===== src/rtl/fetch_pkg.sv =====
// Shared types and constants for the fetch next-PC generator.
package fetch_pkg;

  localparam int unsigned INSTR_BYTES = 4;
  localparam logic [31:0] DEFAULT_RESET_PC = 32'h0000_0000;

  typedef struct packed {
    logic [31:0] pc;
    logic        taken;
    logic [31:0] target;
  } pred_rec_t;

endpackage


===== src/rtl/pred_fifo.sv =====
// Synchronous FIFO of prediction records; head is read straight from storage.
module pred_fifo
  import fetch_pkg::*;
#(
  parameter int DEPTH    = 4,
  parameter int PTR_BITS = $clog2(DEPTH)
) (
  input  logic              clk,
  input  logic              rst,
  input  logic              i_push,
  input  logic              i_pop,
  input  logic              i_flush,
  input  pred_rec_t         i_data,
  output pred_rec_t         o_head,
  output logic [PTR_BITS:0] o_count,
  output logic              o_full,
  output logic              o_empty
);

  pred_rec_t             r_mem [DEPTH];
  logic [PTR_BITS-1:0]   r_wr_ptr;
  logic [PTR_BITS-1:0]   r_rd_ptr;
  logic [PTR_BITS:0]     r_count;
  logic                  w_push;
  logic                  w_pop;

  assign o_full  = (r_count == (PTR_BITS+1)'(DEPTH));
  assign o_empty = (r_count == {(PTR_BITS+1){1'b0}});
  assign w_push  = i_push && !o_full;
  assign w_pop   = i_pop && !o_empty;
  assign o_head  = r_mem[r_rd_ptr];
  assign o_count = r_count;

  // Record storage; stale entries are harmless since pointers govern validity.
  always_ff @(posedge clk) begin
    if (w_push) begin
      r_mem[r_wr_ptr] <= i_data;
    end
  end

  // Pointer and occupancy tracking; flush empties the queue like reset.
  always_ff @(posedge clk) begin
    if (rst || i_flush) begin
      r_wr_ptr <= {PTR_BITS{1'b0}};
      r_rd_ptr <= {PTR_BITS{1'b0}};
      r_count  <= {(PTR_BITS+1){1'b0}};
    end else begin
      if (w_push) begin
        r_wr_ptr <= r_wr_ptr + PTR_BITS'(1);
      end
      if (w_pop) begin
        r_rd_ptr <= r_rd_ptr + PTR_BITS'(1);
      end
      case ({w_push, w_pop})
        2'b10:   r_count <= r_count + (PTR_BITS+1)'(1);
        2'b01:   r_count <= r_count - (PTR_BITS+1)'(1);
        default: r_count <= r_count;
      endcase
    end
  end

endmodule


===== src/rtl/fetch_pc_gen.sv =====
// Fetch next-PC generator: queues predictions and checks them against EX.
// Optional macro FETCH_PC_CHECK_EN enables the sticky protocol error flag err_o.
module fetch_pc_gen
  import fetch_pkg::*;
#(
  parameter logic [31:0] RESET_PC   = DEFAULT_RESET_PC,
  parameter int          PRED_DEPTH = 4,
  parameter int          PTR_BITS   = $clog2(PRED_DEPTH)
) (
  input  logic              clk,
  input  logic              rst,
  output logic [31:0]       pc_f_o,
  output logic              fetch_valid_o,
  input  logic              fetch_ready_i,
  input  logic              predict_taken_i,
  input  logic [31:0]       predict_target_i,
  input  logic              ex_valid_i,
  input  logic [31:0]       ex_pc_i,
  input  logic              ex_taken_i,
  input  logic [31:0]       ex_target_i,
  output logic              mispredict_o,
  output logic [31:0]       redirect_pc_o,
  output logic [PTR_BITS:0] pred_count_o,
  output logic              err_o
);

  logic [31:0] r_pc;
  pred_rec_t   w_head;
  pred_rec_t   w_push_rec;
  logic        w_full;
  logic        w_empty;
  logic        w_accept;
  logic        w_resolve;
  logic [31:0] w_head_seq;
  logic [31:0] w_pred_next;
  logic [31:0] w_actual_next;
  logic        w_mispredict;

  assign pc_f_o        = r_pc;
  assign fetch_valid_o = !w_full;
  assign w_accept      = fetch_valid_o && fetch_ready_i;
  assign w_resolve     = ex_valid_i && !w_empty;
  assign w_push_rec    = '{pc: r_pc, taken: predict_taken_i, target: predict_target_i};

  pred_fifo #(
    .DEPTH    (PRED_DEPTH),
    .PTR_BITS (PTR_BITS)
  ) u_pred_fifo (
    .clk     (clk),
    .rst     (rst),
    .i_push  (w_accept && !w_mispredict),
    .i_pop   (w_resolve),
    .i_flush (w_mispredict),
    .i_data  (w_push_rec),
    .o_head  (w_head),
    .o_count (pred_count_o),
    .o_full  (w_full),
    .o_empty (w_empty)
  );

  // Compare predicted and actual successor of the head record.
  always_comb begin
    w_head_seq    = w_head.pc + 32'(INSTR_BYTES);
    w_pred_next   = w_head.taken ? w_head.target : w_head_seq;
    w_actual_next = ex_taken_i ? ex_target_i : w_head_seq;
    w_mispredict  = 1'b0;
    mispredict_o  = 1'b0;
    redirect_pc_o = 32'h0000_0000;
    if (w_resolve && (w_actual_next != w_pred_next)) begin
      w_mispredict  = 1'b1;
      mispredict_o  = 1'b1;
      redirect_pc_o = w_actual_next;
    end else begin
      w_mispredict  = 1'b0;
    end
  end

  // Fetch PC: redirect beats a same-cycle accept; stalls hold the PC.
  always_ff @(posedge clk) begin
    if (rst) begin
      r_pc <= RESET_PC;
    end else if (w_mispredict) begin
      r_pc <= w_actual_next;
    end else if (w_accept) begin
      r_pc <= predict_taken_i ? predict_target_i : (r_pc + 32'(INSTR_BYTES));
    end else begin
      r_pc <= r_pc;
    end
  end

`ifdef FETCH_PC_CHECK_EN
  logic r_err;

  // Sticky flag for a resolution with nothing queued or with the wrong PC.
  always_ff @(posedge clk) begin
    if (rst) begin
      r_err <= 1'b0;
    end else if (ex_valid_i && (w_empty || (ex_pc_i != w_head.pc))) begin
      r_err <= 1'b1;
    end else begin
      r_err <= r_err;
    end
  end

  assign err_o = r_err;
`else
  logic w_unused_ex_pc;

  assign w_unused_ex_pc = ^ex_pc_i;
  assign err_o          = 1'b0;
`endif

endmodule


===== config.mk =====
export PLATFORM = sky130hd
export DESIGN_NAME = fetch_pc_gen
export DESIGN_NICKNAME = d
export VERILOG_FILES = /design/src/rtl/fetch_pkg.sv /design/src/rtl/pred_fifo.sv /design/src/rtl/fetch_pc_gen.sv
export SDC_FILE = /design/constraint.sdc
export NUM_CORES = 1
export LEC_CHECK = 0
export ABC_AREA = 1
export BUFFER_PORTS_ARGS = -buffer_cell sky130_fd_sc_hd__buf_2
export CAP_MARGIN = 20
export CORE_MARGIN = 4
export CORE_UTILIZATION = 54
export CTS_CLUSTER_DIAMETER = 200
export CTS_CLUSTER_SIZE = 24
export DETAILED_ROUTE_END_ITERATION = 6
export PLACE_DENSITY = 0.82
export SYNTH_ARGS = -nofsm -noshare
export SYNTH_HDL_FRONTEND = slang
export SYNTH_HIERARCHICAL = 1
export SYNTH_SLANG_ARGS = --single-unit

===== constraint.sdc =====
create_clock -name clk -period 7.1 [get_ports clk]
set_input_delay 1.775 -clock clk [delete_from_list [all_inputs] [get_ports clk]]
set_output_delay 1.775 -clock clk [all_outputs]
set_load 0.05 [all_outputs]

Yosys cells after proc, flatten, opt, wreduce, memory -nomap -nowiden

Memory sizes are Yosys's and may differ from the RTL's. A register that Yosys moved wholly into a read port is not among the register bits.
Cells that the tools add are included.

Add/sub/neg operators: 6
Eq/ne operators: 4
Muxes and demuxes: 12
Reduce and logical (&&, ||, !) cells: 13

Operators with widths:

| cell                    | number |
|---|---|
| $mux W32                | 6 |
| $add A32 B3 Y32 const B | 2 |
| $ne A32 B32 Y1          | 1 |
| $logic_and A1 B1 Y1     | 6 |
| $pmux W3 S2             | 1 |
| $add A2 B1 Y2 const B   | 2 |
| $mux W2                 | 2 |
| $reduce_bool A2 Y1      | 2 |
| $add A3 B1 Y3 const B   | 1 |
| $eq A3 B3 Y1 const B    | 1 |
| $logic_not A1 Y1        | 3 |
| $logic_not A3 Y1        | 1 |
| $mux W1                 | 3 |
| $sub A3 B1 Y3 const B   | 1 |
| $eq A2 B1 Y1 const B    | 1 |
| $eq A2 B2 Y1 const B    | 1 |
| $logic_or A1 B1 Y1      | 1 |

Register bits after elaboration: 39
Bits in writable memories: 260
Bits of input ports: 102
Memories kept: 1

Memory list:

| name              | depth | width | rd ports | clocked after Yosys merged registers in | write ports | RTL line        | RTL |
|---|---|---|---|---|---|---|---|
| u_pred_fifo.r_mem | 4     | 65    | 1        | 1                                       | 1           | pred_fifo.sv:20 | `pred_rec_t r_mem [DEPTH];` |

Depth between registers and ports, before layout

Gate-level depths: netlist of run 1.

Word-level depth: 10
Gate-level depth with buffers: 37
Mapped depth without buffers: 32

Cells and area by module

Netlist of run 1, hierarchy kept.

By module, submodules not included:

| module       | times used | cells each | area an instance (um2) | seq. area each (um2) |
|---|---|---|---|---|
| pred_fifo    | 1          | 701        | 10442.5                | 7987.7 |
| fetch_pc_gen | 1          | 1151       | 5701.7                 | 640.6 |

Worst setup path before layout of run 1

Ideal clock, no wire load.

Kind: input to register
Start: in ex_taken_i
End: mem u_pred_fifo/r_mem[0][0] (netlist name) (enable)
Library setup time: 0.489 ns
Arrival time: 6.716 ns
Slack: -0.105 ns
Cell stages on the path: 17
Buffers on the path: 4
Cell sequence: buf_2 > inv_1 > buf_2 > nand2_1 > o21ai_1 > xnor2_1 > nor4_1 > nand3_1 > nor2_1 > nand3_2 > nand2_2 > buf_6 > buf_6 > inv_1 > nor2_1 > nand2_1 > nor2_1

Longest elaborated chain between the ends: 9

Ends and longest elaborated chain:

| item                          | RTL line           | RTL |
|---|---|---|
| start: declaration            | fetch_pc_gen.sv:19 | `input logic ex_taken_i,` |
| $mux W32                      | fetch_pc_gen.sv:65 | `w_actual_next = ex_taken_i ? ex_target_i : w_head_seq;` |
| $ne A32 B32 Y1                | fetch_pc_gen.sv:69 | `if (w_resolve && (w_actual_next != w_pred_next)) begin` |
| $logic_and A1 B1 Y1           | fetch_pc_gen.sv:69 |  |
| $mux W1                       | --                 |  |
| named net mispredict_o        | fetch_pc_gen.sv:21 | `output logic mispredict_o,` |
| $logic_not A1 Y1              | fetch_pc_gen.sv:51 | `.i_push (w_accept && !w_mispredict),` |
| $logic_and A1 B1 Y1           | fetch_pc_gen.sv:51 |  |
| $logic_and A1 B1 Y1           | pred_fifo.sv:29    | `assign w_push = i_push && !o_full;` |
| $mux W1                       | pred_fifo.sv:36    | `if (w_push) begin` |
| $mux W1 (not written as such) | pred_fifo.sv:37    | `r_mem[r_wr_ptr] <= i_data;` |
| end: declaration              | pred_fifo.sv:20    |  |

The timed path passes the listed nets, and every way through them passes these cells.

==> results.md, run 1 <==
* Startpoint Class: flop
* # Post-CTS Setup Buffers at 0
* Sequential Power Share at 41.0%
* Die area at 32,700 sq um
* Area growth syn-to-layout at 9.06%
* Final hold violations at 0
* Min setup slack post-route at 0.172 ns
* Mean area per synthesized cell at 8.72 sq um
* Tightest Hold Check Type: reg -> reg
* Clock power share at 16.6%
* Initial Util at 54.6%
* Worst path slowest cell: o22ai_1
* Most used cell along the critical path: nand2_1
* R2R setup slack at 1.11 ns
* Sw Ratio at 42.8%
* Drt wl/cell at 19.7 um
* Number of global-route vias before repair at 13,219
* Tmin final at 6.93 ns
* Worst r2r dst: u_pred_fifo/r_mem[2][16]
* Clock-pin slew on the worst setup and hold paths at 0.09 ns
* CTS Hold Bufs at 0
* Worst path top cell family by delay: simple AND/OR/NAND/NOR gates
* Total Routing Usage GR at 27.4%
* Clock sink count at 301
* Drt drc at 0
* Clock tree buffer depth at 3
* Layout cells sized above 1 at 15.9%
* Final Setup Violations at 0
* Worst-path maximum fanout at 53
* CTS tree: built
* Commonest non-fill, non-tap cell in the layout: nand2_1
* Skew final at 0.0196 ns
* Routability cong. at 0.996
* Ys flop type: edfxtp_1
* Via density at 5.86
* Final ANT Viol Nets at 0
* Port-buffer cells at 138
* Final WL at 46.1 mm
* Internal at 3430 uW
* Synthesized Nets at 1,962
* GR Overflow Total at 0
* Initial antenna violation count at 3
* Gate Count Post-Synth at 1,852
* Pin count of the biggest net entering global routing at 69
* Most frequent cells in the layout: nand2_1 (482), edfxtp_1 (260), nand3_1 (247)
* Outcome: finished, final reports clean
* Worst Hold Depth at 2
* Max_cap viols at 0
* First-pass GRT wire length at 71.4 mm
* Pwr Density at 340 nW/um^2
* Netlist cell types at 43
* Worst path max stage delay at 0.58 ns
* Via Count at 13,761
* Post-synthesis cell area at 16,100 sq um
* Worst-Margin Slew at 1.00 ns
* Dpl hpwl at 31.4 mm
* Total CTS buffers at 16
* Post-route design area at 17,600 sq um
* Final period utilization at 97.6%
* #FFs+latches synth at 301
* Post-layout util at 59.6%
* CP Data Arrival Time at 5.15 ns
* # nets final at 2,055
* Die width at 181 um
* Final Max Slew Viols at 0
* H-tree Lvls at 1
* Worst Hold End: u_pred_fifo/r_wr_ptr[0]
* Core Area at 29,600 sq um
* CP Data Required Time at 5.33 ns
* CP bufs+invs at 5
* TritonRoute pass-1 iters at 6
* I/O pins at 172
* DP Area at 17,100 sq um
* Post-synth EDFFs at 260
* Post-place setup slack at 0.676 ns
* Peak VDD IR at 0.000403 V
* Crit path cell chain: inv_2, buf_12, o21ai_2, o22ai_1, nand2_1, nor2_1, nand2_1, nor2_4, nand2_1, nand2_1, nand3_1, nand2_1, nand2_1, nand2_1, nor2_1, nand2_1, nor2_2, nand3_2, buf_4, nand3_1, inv_1, buf_2
* Critical path class: reg -> out
* Sequential share of the synthesized area at 53.4%
* DIE HEIGHT at 181 um
* Leak Pwr at 0.00754 uW
* Async S/R FF share, synth at 0%
* Worst setup EP type: output pin
* Hold wc startpoint: u_pred_fifo/r_wr_ptr[0]
* Combinational power share at 42.4%
* Rows at 63
* Reg2Reg Depth at 24
* Switching power at 2560 uW
* Synthesis warning total at 6
* Worst-skew pair later-pin latency at 0.51 ns
* CTS root buffer: clkbuf_16
* DRT iter0 DRCs at 1,573
* FMAX at 144 MHz
* RSZ-0062 raised after global routing: no
* Max_slew headroom at 33.3%
stage by stage:
stage          power [uW]  TNS, ns  hold slack, ns  cells
2_1_floorplan        4330   -27.32           0.464   1852
3_3_place_gp         4880        0           0.474   2317
3_5_place_dp         4960        0           0.497   2317
4_1_cts              5940        0           0.514   2345
5_1_grt              6330        0           0.536   2347
6_report             5990        0           0.517   2347
state kept, by name (all words and copies together), names as in the netlist, named ones only:
signal	flops
u_pred_fifo/r_mem	260
pc_f_o	32
u_pred_fifo/o_count	3
u_pred_fifo/r_rd_ptr	2
u_pred_fifo/r_wr_ptr	2
power groups by stage:
stage	logic [uW]	clock network (uW)	registers [uW]
final	2540	995	2450
after detailed placement	2470	0	2490
after global routing	2760	1080	2480
after floorplan	1730	0	2610
after global placement	2400	0	2480
after CTS	2480	1000	2450
worst reg2reg max path: stages (launching register included):
cell	delay [ns]
dfxtp_2	0.55
inv_2	0.37
buf_12	0.32
o21ai_2	0.11
o22ai_1	0.58
nand2_1	0.19
nor2_1	0.34
nand2_1	0.15
nor2_4	0.27
nand3_1	0.17
nand3_1	0.12
nand2_1	0.09
nand2_1	0.08
nand2_1	0.05
nor2_1	0.08
nand2_1	0.05
nor2_1	0.16
nand3_2	0.10
buf_4	0.22
nand2_2	0.09
inv_1	0.07
nor2_1	0.18
nand2_1	0.33
nor2_4	0.60
buf_4	0.39
cells by family after synthesis:
| kind of cell | after synthesis | synth area share (%) |
|---|---|---|
| buf+inv | 255 | 7.15 |
| simple gates | 1017 | 28.1 |
| fa+ha+maj | 8 | 0.666 |
| flops | 301 | 53.4 |
| compound gates | 236 | 8.77 |
| mux | 1 | 0.0620 |
| xor+xnor | 33 | 1.79 |
| other cells | 1 | 0.0232 |
synth_stat cells (2+ instances only):
cell      instances  area, sq um
nand2_1         482         1810
edfxtp_1        260         7810
nand3_1         247         1240
nor2_1          185          694
inv_1           156          586
o21ai_0         116          581
clkbuf_1         48          180
o22ai_1          45          282
dfxtp_1          41          821
or2_2            41          257
o21ai_1          38          190
nor2_4           24          270
xor2_1           21          184
o22ai_2          20          250
buf_2            19         95.1
buf_6            15          169
xnor2_1          12          105
a21oi_1           8         40.0
nor2_2            8         50.1
ha_1              7         87.6
buf_1             6         22.5
nand3b_1          6         45.0
nand4_1           6         37.5
nor3_1            6         30.0
nand2_2           5         31.3
o21ai_2           5         43.8
inv_2             4         15.0
buf_12            3         60.1
buf_4             2         15.0
nand3_2           2         20.0
o31ai_1           2         15.0
area by class of cell:
type	count	area (sq um)
Sequential cell	301	8630
Multi-Input combinational cell	1296	6420
Tap cell	390	488
Clock inverter	1	16.3
Clock buffer	27	463
Timing Repair Buffer	168	966
Inverter	162	613
Fill cell	2489	12000
Antenna cell	2	5.00
timing repair:
item / 4_1_cts / 5_1_grt
setup endpoints to repair: 0 / 33
endpoints found under the hold margin: 0 / 0
gates resized for setup: 0 / 4
worst max path at each step:
stage	depth (start not counted)	endpoint
final	22	redirect_pc_o[15]
after global routing	22	redirect_pc_o[15]
after CTS	18	redirect_pc_o[15]
after detailed placement	18	redirect_pc_o[15]
after global placement	18	redirect_pc_o[15]
after floorplan	17	u_pred_fifo/r_mem[0][0]
routing by layer:
metal	track usage (%)	vias up	part of all wire (%)
met1	37.1	6494	40
li1	-	6385	-
met5	0	-	0.017
met3	3.68	132	9.5
met4	10.1	2	3.5
met2	45.3	748	47
No activity file was read; power rests on OpenSTA's default activity.
==> run 2, diff against run 1 <==
Settings changed: CORE_UTILIZATION 54 to 40, PLACE_DENSITY 0.82 to 0.65.
==> run 2 against run 1 <==
Against the previous run: core utilization down 15 points; die area up 33%; worst hold slack worse by 0.010 ns; maximum frequency up 2.4%; clock power about the same; critical endpoint is now redirect_pc_o[22]; non-clock buffer count up 4; sequential share of layout area down 0.62 points; worst setup slack better by 0.16 ns; clock-buffer cell count down 1; first-iteration DRC count down 22%; sequential power about the same.
==> results.md, run 2 (synthesized netlist as in run 1, its figures left out) <==
* Outcome: finished, final reports clean
* Commonest non-fill, non-tap cell in the layout: nand2_1
* DP Cell Count at 2,455 (+6.0%)
* Skew final at 0.0260 ns (+0.00641 ns)
* Area growth syn-to-layout at 10.5%
* Max_slew headroom at 39.3% (+6.0 points)
* M1 wire length at 21.3 mm (+17%)
* Met3 wire length at 3.70 mm (-16%)
* Final period utilization at 95.3% (-2.3 points)
* Tightest Hold Check Type: reg -> reg
* Reg with most FFs: u_pred_fifo/r_mem
* Largest register FFs at 260 (unchanged)
* Reg2Reg Depth at 24 (unchanged)
* Final hold violations at 0 (unchanged)
* Fin cells at 2,486 (+5.9%)
* Clock sink count at 301 (unchanged)
* Pwr Density at 337 nW/um^2 (-0.93%)
* Max_cap viols at 0 (unchanged)
* I/O pins at 172 (unchanged)
* CTS tree: built
* Fillers at 3,931 (+58%)
* TritonRoute pass-1 iters at 6 (unchanged)
* # nets final at 2,059 (+0.19%)
* Top routing layer used: met4
* FMAX at 148 MHz (+2.4%)
* Total Routing Usage GR at 21.5% (-5.9 points)
* RSZ-0062 raised after global routing: no
* Final Max Slew Viols at 0 (unchanged)
* Final Setup Violations at 0 (unchanged)
* Core Area at 39,800 sq um (+35%)
* Startpoint Class: flop
* Worst setup EP type: output pin
* Peak VDD IR at 0.000257 V (-36%)
* FF+latch area at 8630 sq um (unchanged)
* Dpl hpwl at 33.6 mm (+7.2%)
* DRT iter0 DRCs at 1,230 (-22%)
* First-pass GRT wire length at 73.8 mm (+3.3%)
* Area of the multi-input gates at 6400 sq um (-0.27%)
* CP Data Arrival Time at 4.99 ns (-0.16 ns)
* H-tree Lvls at 1 (unchanged)
* Clock-pin slew on the worst setup and hold paths at 0.09 ns (about the same)
* DIE HEIGHT at 209 um (+15%)
* Final WL at 48.8 mm (+5.8%)
* Worst Hold Depth at 2 (unchanged)
* Via density at 5.42 (-7.5%)
* CP Data Required Time at 5.33 ns (about the same)
* Pin count of the biggest net entering global routing at 65 (-5.8%)
* Layout cells sized above 1 at 15.9% (+0.019 points)
* CTS root buffer: clkbuf_16
* Rows at 73 (+16%)
* Met2 wire len at 22.6 mm (+3.5%)
* DP Area at 17,300 sq um (+1.4%)
* Routability cong. at 0.955 (-4.1%)
* GR Overflow Total at 0 (unchanged)
* Worst-path maximum fanout at 30 (-43%)
* Number of global-route vias before repair at 12,711 (-3.8%)
* Clock tree buffer depth at 3 (unchanged)
* Tmin final at 6.77 ns (-0.161 ns)
* Final ANT Viol Nets at 0 (unchanged)
* Worst-Margin Slew at 0.905 ns (-0.0958 ns)
* Drt drc at 0 (unchanged)
* Initial Util at 40.5% (-14 points)
* Post-route design area at 17,800 sq um (+1.3%)
* Port-buffer cells at 138 (unchanged)
* Die area at 43,600 sq um (+33%)
* Leak Pwr at 0.00757 uW (+0.34%)
* Worst-skew pair later-pin latency at 0.53 ns (+0.02 ns)
* Critical path class: reg -> out
* Total CTS buffers at 16 (unchanged)
* Drt wl/cell at 19.6 um (-0.15%)
* Post-route setup TNS at 0 ns (unchanged)
* Die width at 209 um (+15%)
* Most frequent cells in the layout: nand2_1 (482), edfxtp_1 (260), nand3_1 (247)
* Via Count at 13,484 (-2.0%)
* CTS Hold Bufs at 0 (unchanged)
* Initial antenna violation count at 1 (-2)
-- run 2: path summary, 6_finish.rpt --
path / endpoint / start / slack [ns]
worst max-delay path: redirect_pc_o[22] / flop / 0.33
worst min-delay path: u_pred_fifo/o_count[0] / u_pred_fifo/o_count[0] / 0.51
worst max register to register: u_pred_fifo/r_mem[0][49] / flop / 1.26
worst min register to register: u_pred_fifo/o_count[0] / u_pred_fifo/o_count[0] / 0.51
-- run 2: report_power, final --
group	switching [uW]	total, uW	internal, uW
clock network	561	997	436
logic	1840	2560	726
registers	180	2450	2270
-- run 2: layer usage --
metal | track usage [%] | vias up
met1 | 29.9 | 6485
met4 | 5.87 | 0
met3 | 3.24 | 71
met5 | 0 | -
met2 | 35.2 | 536
li1 | - | 6392
-- run 2: through the flow --
step / hold slack [ns] / power [uW] / worst slack [ns] / util (%)
after floorplan: 0.464 / 4330 / -0.105 / -
after global placement: 0.485 / 4970 / 0.830 / 43.5
after detailed placement: 0.488 / 5020 / 0.763 / 43.5
after CTS: 0.504 / 6010 / 0.190 / 44.7
after global routing: 0.530 / 6380 / 0.00359 / 44.8
final: 0.507 / 6010 / 0.333 / 44.8
-- run 2: timing repair --
action / 4_1_cts / 5_1_grt
endpoints found under the setup margin: 0 / 22
setup buffers: 0 / 1
resized for setup: 0 / 1
-- run 2: critical path: stages (launching register included) --
cell and delay (ns):
dfxtp_4 0.63, buf_4 0.31, o21ai_0 0.11, o22ai_1 0.41, ha_1 0.32, nand2_1 0.13, nor2_4 0.26, nand2_4 0.15
nor2_2 0.21, nand2_1 0.08, nand2_1 0.10, nand2_1 0.06, o21ai_1 0.33, nand2_1 0.09, nand2_1 0.08, nor2_1 0.04
nand2_1 0.06, nor2_2 0.04, nand3_2 0.06, buf_4 0.33, nand3_1 0.26, inv_1 0.11, buf_2 0.26
-- run 2: layout make-up --
type                       count  share of cell area [%]
multi-input combinational   1296                    35.9
clock inverter                 2                   0.182
antenna                        2                  0.0281
sequential                   301                    48.4
clock buffer                  26                    2.46
timing repair buffer         172                    5.87
tap                          525                    3.68
inverter                     162                    3.45
